### src/rtl/sargantana_icache_refill_buffer.sv
// -----------------------------------------------------------------------------
// sargantana_icache_refill_buffer
//
// Refill-side stage in front of the per-way icache data SRAMs. A refill starts
// with the target set and victim way. The missing line then arrives as
// BEAT_WIDTH-wide response beats, and beat 0 lands in the LSBs of the local
// line buffer. When the line is complete, a single write is presented to the
// selected way SRAM and held until the lookup arbiter grants the port. A
// one-cycle done pulse follows the write.
//
// Ports:
//   clk_i, rstn_i              clock, asynchronous active-low reset
//   start_valid_i/ready_o      refill request (accepted only in IDLE)
//   start_set_i, start_way_i   set index and binary victim way of the refill
//   beat_valid_i/ready_o       response beat handshake (accepted only in FILL)
//   beat_data_i                response beat payload
//   abort_i                    kill an in-flight refill (flush / fence.i)
//   wr_gnt_i                   SRAM port grant from the lookup arbiter
//   way_req_o                  one-hot SRAM enable, one bit per way
//   way_we_o, way_addr_o       SRAM write enable and set address
//   way_data_o                 assembled line
//   busy_o                     refill in progress (not IDLE)
//   done_o                     one-cycle pulse after the line is written
// -----------------------------------------------------------------------------
module sargantana_icache_refill_buffer #(
  parameter int SET_WIDHT  = 256,
  parameter int ADDR_WIDHT = 6,
  parameter int BEAT_WIDTH = 64,
  parameter int WAYS       = 4
) (
  input  logic                    clk_i,
  input  logic                    rstn_i,
  input  logic                    start_valid_i,
  output logic                    start_ready_o,
  input  logic [ADDR_WIDHT-1:0]   start_set_i,
  input  logic [$clog2(WAYS)-1:0] start_way_i,
  input  logic                    beat_valid_i,
  input  logic [BEAT_WIDTH-1:0]   beat_data_i,
  output logic                    beat_ready_o,
  input  logic                    abort_i,
  input  logic                    wr_gnt_i,
  output logic [WAYS-1:0]         way_req_o,
  output logic                    way_we_o,
  output logic [ADDR_WIDHT-1:0]   way_addr_o,
  output logic [SET_WIDHT-1:0]    way_data_o,
  output logic                    busy_o,
  output logic                    done_o
);

  localparam int BEATS = SET_WIDHT / BEAT_WIDTH;
  localparam int CNT_W = $clog2(BEATS);
  localparam int WAY_W = $clog2(WAYS);
  localparam logic [CNT_W-1:0] LAST_BEAT = CNT_W'(BEATS - 1);

  typedef enum logic [1:0] {
    S_IDLE,
    S_FILL,
    S_WRITE,
    S_DONE
  } state_t;

  state_t                  r_state;
  state_t                  w_next_state;
  logic [CNT_W-1:0]        r_cnt;
  logic [SET_WIDHT-1:0]    r_line;
  logic [ADDR_WIDHT-1:0]   r_set;
  logic [WAY_W-1:0]        r_way;
  logic [WAYS-1:0]         w_way_onehot;
  logic                    w_last_beat;

  assign w_last_beat = beat_valid_i && (r_cnt == LAST_BEAT);

  // NOTE: sequential state uses non-blocking assignments so every register
  // samples the pre-edge values, independent of statement order.
  always_ff @(posedge clk_i or negedge rstn_i) begin
    if (!rstn_i) r_state <= S_IDLE;
    else         r_state <= w_next_state;
  end

  // NOTE: every signal driven here gets a default first; a path that left one
  // unassigned would infer a latch.
  always_comb begin
    w_next_state = r_state;
    case (r_state)
      S_IDLE:  if (start_valid_i) w_next_state = S_FILL;
      S_FILL: begin
        if (abort_i)          w_next_state = S_IDLE;
        else if (w_last_beat) w_next_state = S_WRITE;
      end
      // The grant wins over a simultaneous abort: the write has already
      // been committed to the SRAM in that cycle.
      S_WRITE: begin
        if (wr_gnt_i)     w_next_state = S_DONE;
        else if (abort_i) w_next_state = S_IDLE;
      end
      S_DONE:  w_next_state = S_IDLE;
      default: w_next_state = S_IDLE;
    endcase
  end

  // NOTE: the line buffer is a plain flop register (not an SRAM macro), so it
  // can be cleared by reset like the rest of the datapath.
  always_ff @(posedge clk_i or negedge rstn_i) begin
    if (!rstn_i) begin
      r_cnt  <= '0;
      r_line <= '0;
      r_set  <= '0;
      r_way  <= '0;
    end else begin
      case (r_state)
        S_IDLE: begin
          if (start_valid_i) begin
            r_set <= start_set_i;
            r_way <= start_way_i;
            r_cnt <= '0;
          end
        end
        S_FILL: begin
          if (abort_i) begin
            r_cnt <= '0;
          end else if (beat_valid_i) begin
            for (int b = 0; b < BEATS; b++) begin
              if (r_cnt == CNT_W'(b)) r_line[b*BEAT_WIDTH +: BEAT_WIDTH] <= beat_data_i;
            end
            r_cnt <= w_last_beat ? '0 : r_cnt + 1'b1;
          end
        end
        S_WRITE: begin
          if (abort_i && !wr_gnt_i) r_cnt <= '0;
        end
        default: ;
      endcase
    end
  end

  assign w_way_onehot = {{(WAYS-1){1'b0}}, 1'b1} << r_way;

  // Outputs decode straight from the state register, so an asserted reset
  // drops way_req_o without waiting for a clock edge.
  assign start_ready_o = (r_state == S_IDLE);
  assign beat_ready_o  = (r_state == S_FILL);
  assign way_req_o     = (r_state == S_WRITE) ? w_way_onehot : '0;
  assign way_we_o      = (r_state == S_WRITE);
  assign way_addr_o    = (r_state == S_WRITE) ? r_set : '0;
  assign way_data_o    = r_line;
  assign busy_o        = (r_state != S_IDLE);
  assign done_o        = (r_state == S_DONE);

endmodule

### config.mk
export PLATFORM = sky130hd
export DESIGN_NAME = sargantana_icache_refill_buffer
export DESIGN_NICKNAME = d
export VERILOG_FILES = /design/src/rtl/sargantana_icache_refill_buffer.sv
export SDC_FILE = /design/constraint.sdc
export NUM_CORES = 1
export LEC_CHECK = 0
export CORE_ASPECT_RATIO = 1.75
export CORE_MARGIN = 10
export CORE_UTILIZATION = 45
export DETAILED_ROUTE_END_ITERATION = 8
export GPL_ROUTABILITY_DRIVEN = 0
export PLACE_DENSITY = 0.82
export SLEW_MARGIN = 20
export SYNTH_ARGS = -nofsm -noshare
export SYNTH_HDL_FRONTEND = slang
export SYNTH_SLANG_ARGS = --single-unit
### constraint.sdc
create_clock -name clk_i -period 3.55 [get_ports clk_i]
set_input_delay 0.8875 -clock clk_i [delete_from_list [all_inputs] [get_ports clk_i]]
set_output_delay 0.8875 -clock clk_i [all_outputs]
set_load 0.02 [all_outputs]
==> metrics.txt <==
# TYPE chip_impl_metric gauge
chip_impl_metric{name="seq_power_share",unit="%"} 38.6
chip_impl_metric{name="number_of_flops_mapped_to_enable_cells_by_yosys",unit=""} 0
chip_impl_metric{name="clock-skew-final",unit="ns"} 0.00892
chip_impl_metric{name="post_cts_resized",unit=""} 0
chip_impl_metric{name="cp_data_required_time",unit="ns"} 2.66
chip_impl_metric{name="synthToLayoutAreaGrowth",unit="%"} 44.5
chip_impl_metric{name="power.switching_fraction",unit="%"} 32.5
chip_impl_metric{name="layout.area.seq",unit="sq um"} 6710
chip_impl_metric{name="cts_sinks",unit=""} 268
chip_impl_metric{name="post_cts_hold_buffers",unit=""} 0
chip_impl_info{name="root_driver",value="clkbuf_16"} 1
chip_impl_metric{name="avgViaCountPerCell",unit=""} 5.10
chip_impl_metric{name="hold_slack",unit="ns"} 0.369
chip_impl_metric{name="drt-wirelength-per-cell",unit="um"} 22.7
chip_impl_info{name="ys.flop_type",value="dfrtp_1"} 1
chip_impl_metric{name="timing.setup.tns",unit="ns"} 0
chip_impl_metric{name="drt-total-wl",unit="um"} 29000
chip_impl_metric{name="async_flop_share",unit="%"} 100
chip_impl_metric{name="x_dimension_of_the_die",unit="um"} 134
chip_impl_metric{name="critical_path_peak_fanout",unit=""} 10
chip_impl_metric{name="critical_path_arrival",unit="ns"} 2.28
chip_impl_info{name="synth_top_cells_by_area",value="dfrtp_1 65%, mux2_2 29%, buf_6 2.6%"} 1
chip_impl_metric{name="power-per-cell-area",unit="nW/um^2"} 779
chip_impl_metric{name="core",unit="sq um"} 22600
chip_impl_metric{name="initial_antenna_violation_count",unit=""} 0
chip_impl_metric{name="power.ir.vdd_worst",unit="mV"} 0.510
chip_impl_info{name="worstReg2RegStart",value="r_state[1]"} 1
chip_impl_metric{name="number_of_storage_elements_in_the_synthesis_netlist",unit=""} 268
chip_impl_metric{name="layout.filler_cells",unit=""} 1655
chip_impl_info{name="timing.hold.worst.class",value="in2async"} 1
chip_impl_metric{name="share_of_layout_cells_above_drive_strength_1",unit="%"} 32.6
chip_impl_metric{name="tightestPinTransition",unit="ns"} 0.621
chip_impl_metric{name="cts_post_setup_buffers_inserted",unit=""} 0
chip_impl_metric{name="grt_first_pass_wirelength",unit="um"} 43700
chip_impl_info{name="crit_path_cell_trace",value="nand2b_1, clkinv_1, and3_1, clkdlybuf4s50_1"} 1
chip_impl_metric{name="grt_start_max_net_pins",unit=""} 80
chip_impl_info{name="yosys-top-cells-count",value="268 x dfrtp_1, 260 x mux2_2, 24 x buf_6"} 1
chip_impl_metric{name="post-route-cell-area",unit="sq um"} 14800
chip_impl_metric{name="placed_area",unit="sq um"} 14000
chip_impl_metric{name="synthCells",unit=""} 603
chip_impl_metric{name="max_stage_delay",unit="ns"} 0.54
chip_impl_metric{name="avgSynthCellArea",unit="sq um"} 17.0
chip_impl_metric{name="grt.total_usage",unit="%"} 19.1
chip_impl_info{name="worst_setup_start_kind",value="register"} 1
chip_impl_info{name="critical_path_start",value="r_state[0]"} 1
chip_impl_metric{name="clock_power_share",unit="%"} 23.0
chip_impl_metric{name="net_count_after_synthesis",unit=""} 685
chip_impl_metric{name="remaining_antenna_violation_count_after_routing",unit=""} 0
chip_impl_metric{name="fmaxAchievable",unit="GHz"} 0.315
chip_impl_metric{name="htree_levels",unit=""} 1
chip_impl_metric{name="count_of_final_setup_violators",unit=""} 0
chip_impl_metric{name="synth.yosys.warnings",unit=""} 0
chip_impl_info{name="synthDominantAreaCellType",value="dfrtp_1"} 1
chip_impl_info{name="timing.critical_path.slowest_stage_cell",value="clkdlybuf4s50_1"} 1
chip_impl_metric{name="first_pass_iters",unit=""} 4
chip_impl_metric{name="nNetsFinal",unit=""} 1044
chip_impl_metric{name="synth-seq-area-share",unit="%"} 65.3
chip_impl_info{name="synth_most_common_cell",value="dfrtp_1"} 1
chip_impl_metric{name="drt_drc_violations_left",unit=""} 0
chip_impl_metric{name="insertedDiodeCount",unit=""} 0
chip_impl_metric{name="switchingPower",unit="uW"} 3750
chip_impl_metric{name="slew_viol_final",unit=""} 0
chip_impl_metric{name="clk_pin_slew",unit="ns"} 0.07
chip_impl_info{name="setup.worst_path.class",value="reg2out"} 1
chip_impl_metric{name="floorplan.initialDensity",unit="%"} 45.5
chip_impl_metric{name="timing.final.crit_share",unit="%"} 89.3
chip_impl_metric{name="dr.first_iter.drc_count",unit=""} 262
chip_impl_info{name="timing.critical_path.to_type",value="output pin"} 1
chip_impl_metric{name="pwr-share-comb",unit="%"} 38.4
chip_impl_metric{name="fp.dieArea",unit="sq um"} 29500
chip_impl_metric{name="cts_made_buffers",unit=""} 24
chip_impl_metric{name="number_of_global_route_vias_before_repair",unit=""} 7232
chip_impl_metric{name="boundaryPins",unit=""} 349
chip_impl_metric{name="grt_overflow",unit=""} 0
chip_impl_metric{name="synthesis.area",unit="sq um"} 10300
chip_impl_metric{name="routed-via-count",unit=""} 6507
chip_impl_metric{name="synth.top_cell.area_share",unit="%"} 65.3
chip_impl_metric{name="row_count",unit=""} 73
chip_impl_metric{name="finalCriticalPeriod",unit="ns"} 3.17
chip_impl_info{name="rsz0062_at_grt",value="no"} 1
chip_impl_metric{name="insertion_delay",unit="ns"} 0.52
chip_impl_metric{name="cts_max_path_buffers",unit=""} 3
chip_impl_metric{name="multi_input_gate_area_in_the_final_layout",unit="sq um"} 3290
chip_impl_info{name="tritoncts",value="yes"} 1
chip_impl_metric{name="dp_hpwl",unit="um"} 21300
chip_impl_info{name="status",value="finished clean"} 1
chip_impl_metric{name="timing.final.hold_violations",unit=""} 0
chip_impl_metric{name="ys_types",unit=""} 25
chip_impl_metric{name="count_of_input_and_output_buffers",unit=""} 348
chip_impl_metric{name="power.internal",unit="uW"} 7800
chip_impl_metric{name="maxSlewHeadroom",unit="%"} 58.6
chip_impl_metric{name="die_h",unit="um"} 220
chip_impl_metric{name="static-leakage-power",unit="uW"} 0.00682
chip_impl_metric{name="cap_violations",unit=""} 0
## power by group through the flow
stage | combinational [uW] | sequential (uW) | clock (uW)
floorplan | 900 | 5590 | 0
global placement | 4420 | 4460 | 0
detailed placement | 4490 | 4500 | 0
CTS | 4510 | 4460 | 2740
global route | 4640 | 4580 | 2860
finish | 4440 | 4460 | 2650
## area by class of cell
| cell class | count | area share [%] |
|---|---|---|
| Clock buffer | 31 | 4.50 |
| Clock inverter | 9 | 0.868 |
| Inverter | 4 | 0.101 |
| Multi-Input combinational cell | 305 | 22.2 |
| Sequential cell | 268 | 45.2 |
| Tap cell | 300 | 2.53 |
| Timing Repair Buffer | 359 | 24.7 |
## state kept, by name, indices dropped and copies added, names as in the netlist
signal      count
r_set           6
way_data_o    256
r_way           2
r_state         2
r_cnt           2
## through the flow
step | setup slack (ns) | total power (uW) | util (%) | instances
after floorplan | 1.48 | 6490 | - | 603
after global placement | 0.680 | 8880 | 62.3 | 1236
after detailed placement | 0.634 | 8990 | 62.3 | 1236
after CTS | 0.342 | 11700 | 65.8 | 1276
after global routing | 0.251 | 12100 | 65.8 | 1276
final | 0.380 | 11600 | 65.8 | 1276
## cells by family (layout without fill, tap and decap cells)
family,Yosys count,count (layout),share of synthesized area (%)
compound gates,5,5,0.268
fa+ha+maj,4,4,0.487
buf+inv,30,403,2.88
flops,268,268,65.3
mux,267,267,29.4
simple gates,29,29,1.67
## worst paths after layout
| path | endpoint | slack [ns] | cells after the start |
|---|---|---|---|
| worst max-delay path | way_req_o[3] | 0.38 | 4 |
| worst min register to register | way_data_o[42] | 0.50 | 1 |
| worst min-delay path | way_data_o[62] | 0.37 | 1 |
| worst max register to register | way_data_o[109] | 1.67 | 4 |
| max in group asynchronous | way_data_o[105] | 2.37 | 2 |
| min in group clk_i | way_data_o[42] | 0.50 | 1 |
## per-layer routing
layer	vias to the layer above	part of all wire, %	routed length (um)	global-route usage [%]
li1	2834	-	-	-
met1	3348	34	9770	19.2
met2	252	53	15500	34.3
met3	73	7.4	2140	5.79
met4	0	5.5	1600	10.4
met5	-	0	0	0
## placed cells by master, fill, tap and decap left out, drive strengths merged
| cell type | netlist | routed |
|---|---|---|
| clkdlybuf4s50 | 0 | 347 |
| or2 | 1 | 1 |
| and3 | 1 | 1 |
| clkbuf | 0 | 31 |
| nor2b | 1 | 1 |
| mux2 | 264 | 264 |
| nand3 | 1 | 1 |
| nand2b | 2 | 2 |
| nand2 | 8 | 8 |
| and4bb | 1 | 1 |
| a21oi | 1 | 1 |
| nor3 | 1 | 1 |
| nor3b | 1 | 1 |
| ha | 4 | 4 |
| clkinv | 1 | 4 |
| clkinvlp | 0 | 2 |
| and2 | 8 | 8 |
| a211oi | 1 | 1 |
| mux2i | 3 | 3 |
| nand3b | 1 | 1 |
| dfrtp | 268 | 268 |
| bufinv | 0 | 3 |
| buf | 26 | 12 |
| nor2 | 3 | 3 |
| o21ai | 3 | 3 |
| inv | 3 | 4 |
## critical path, delay by kind of cell (launching register included)
family                 cells  cell delay (ns)
buffers and inverters      2             0.81
and+or+nand+nor            2             0.51
DFF                        1             0.45
Power figures use the tool's default switching activity.
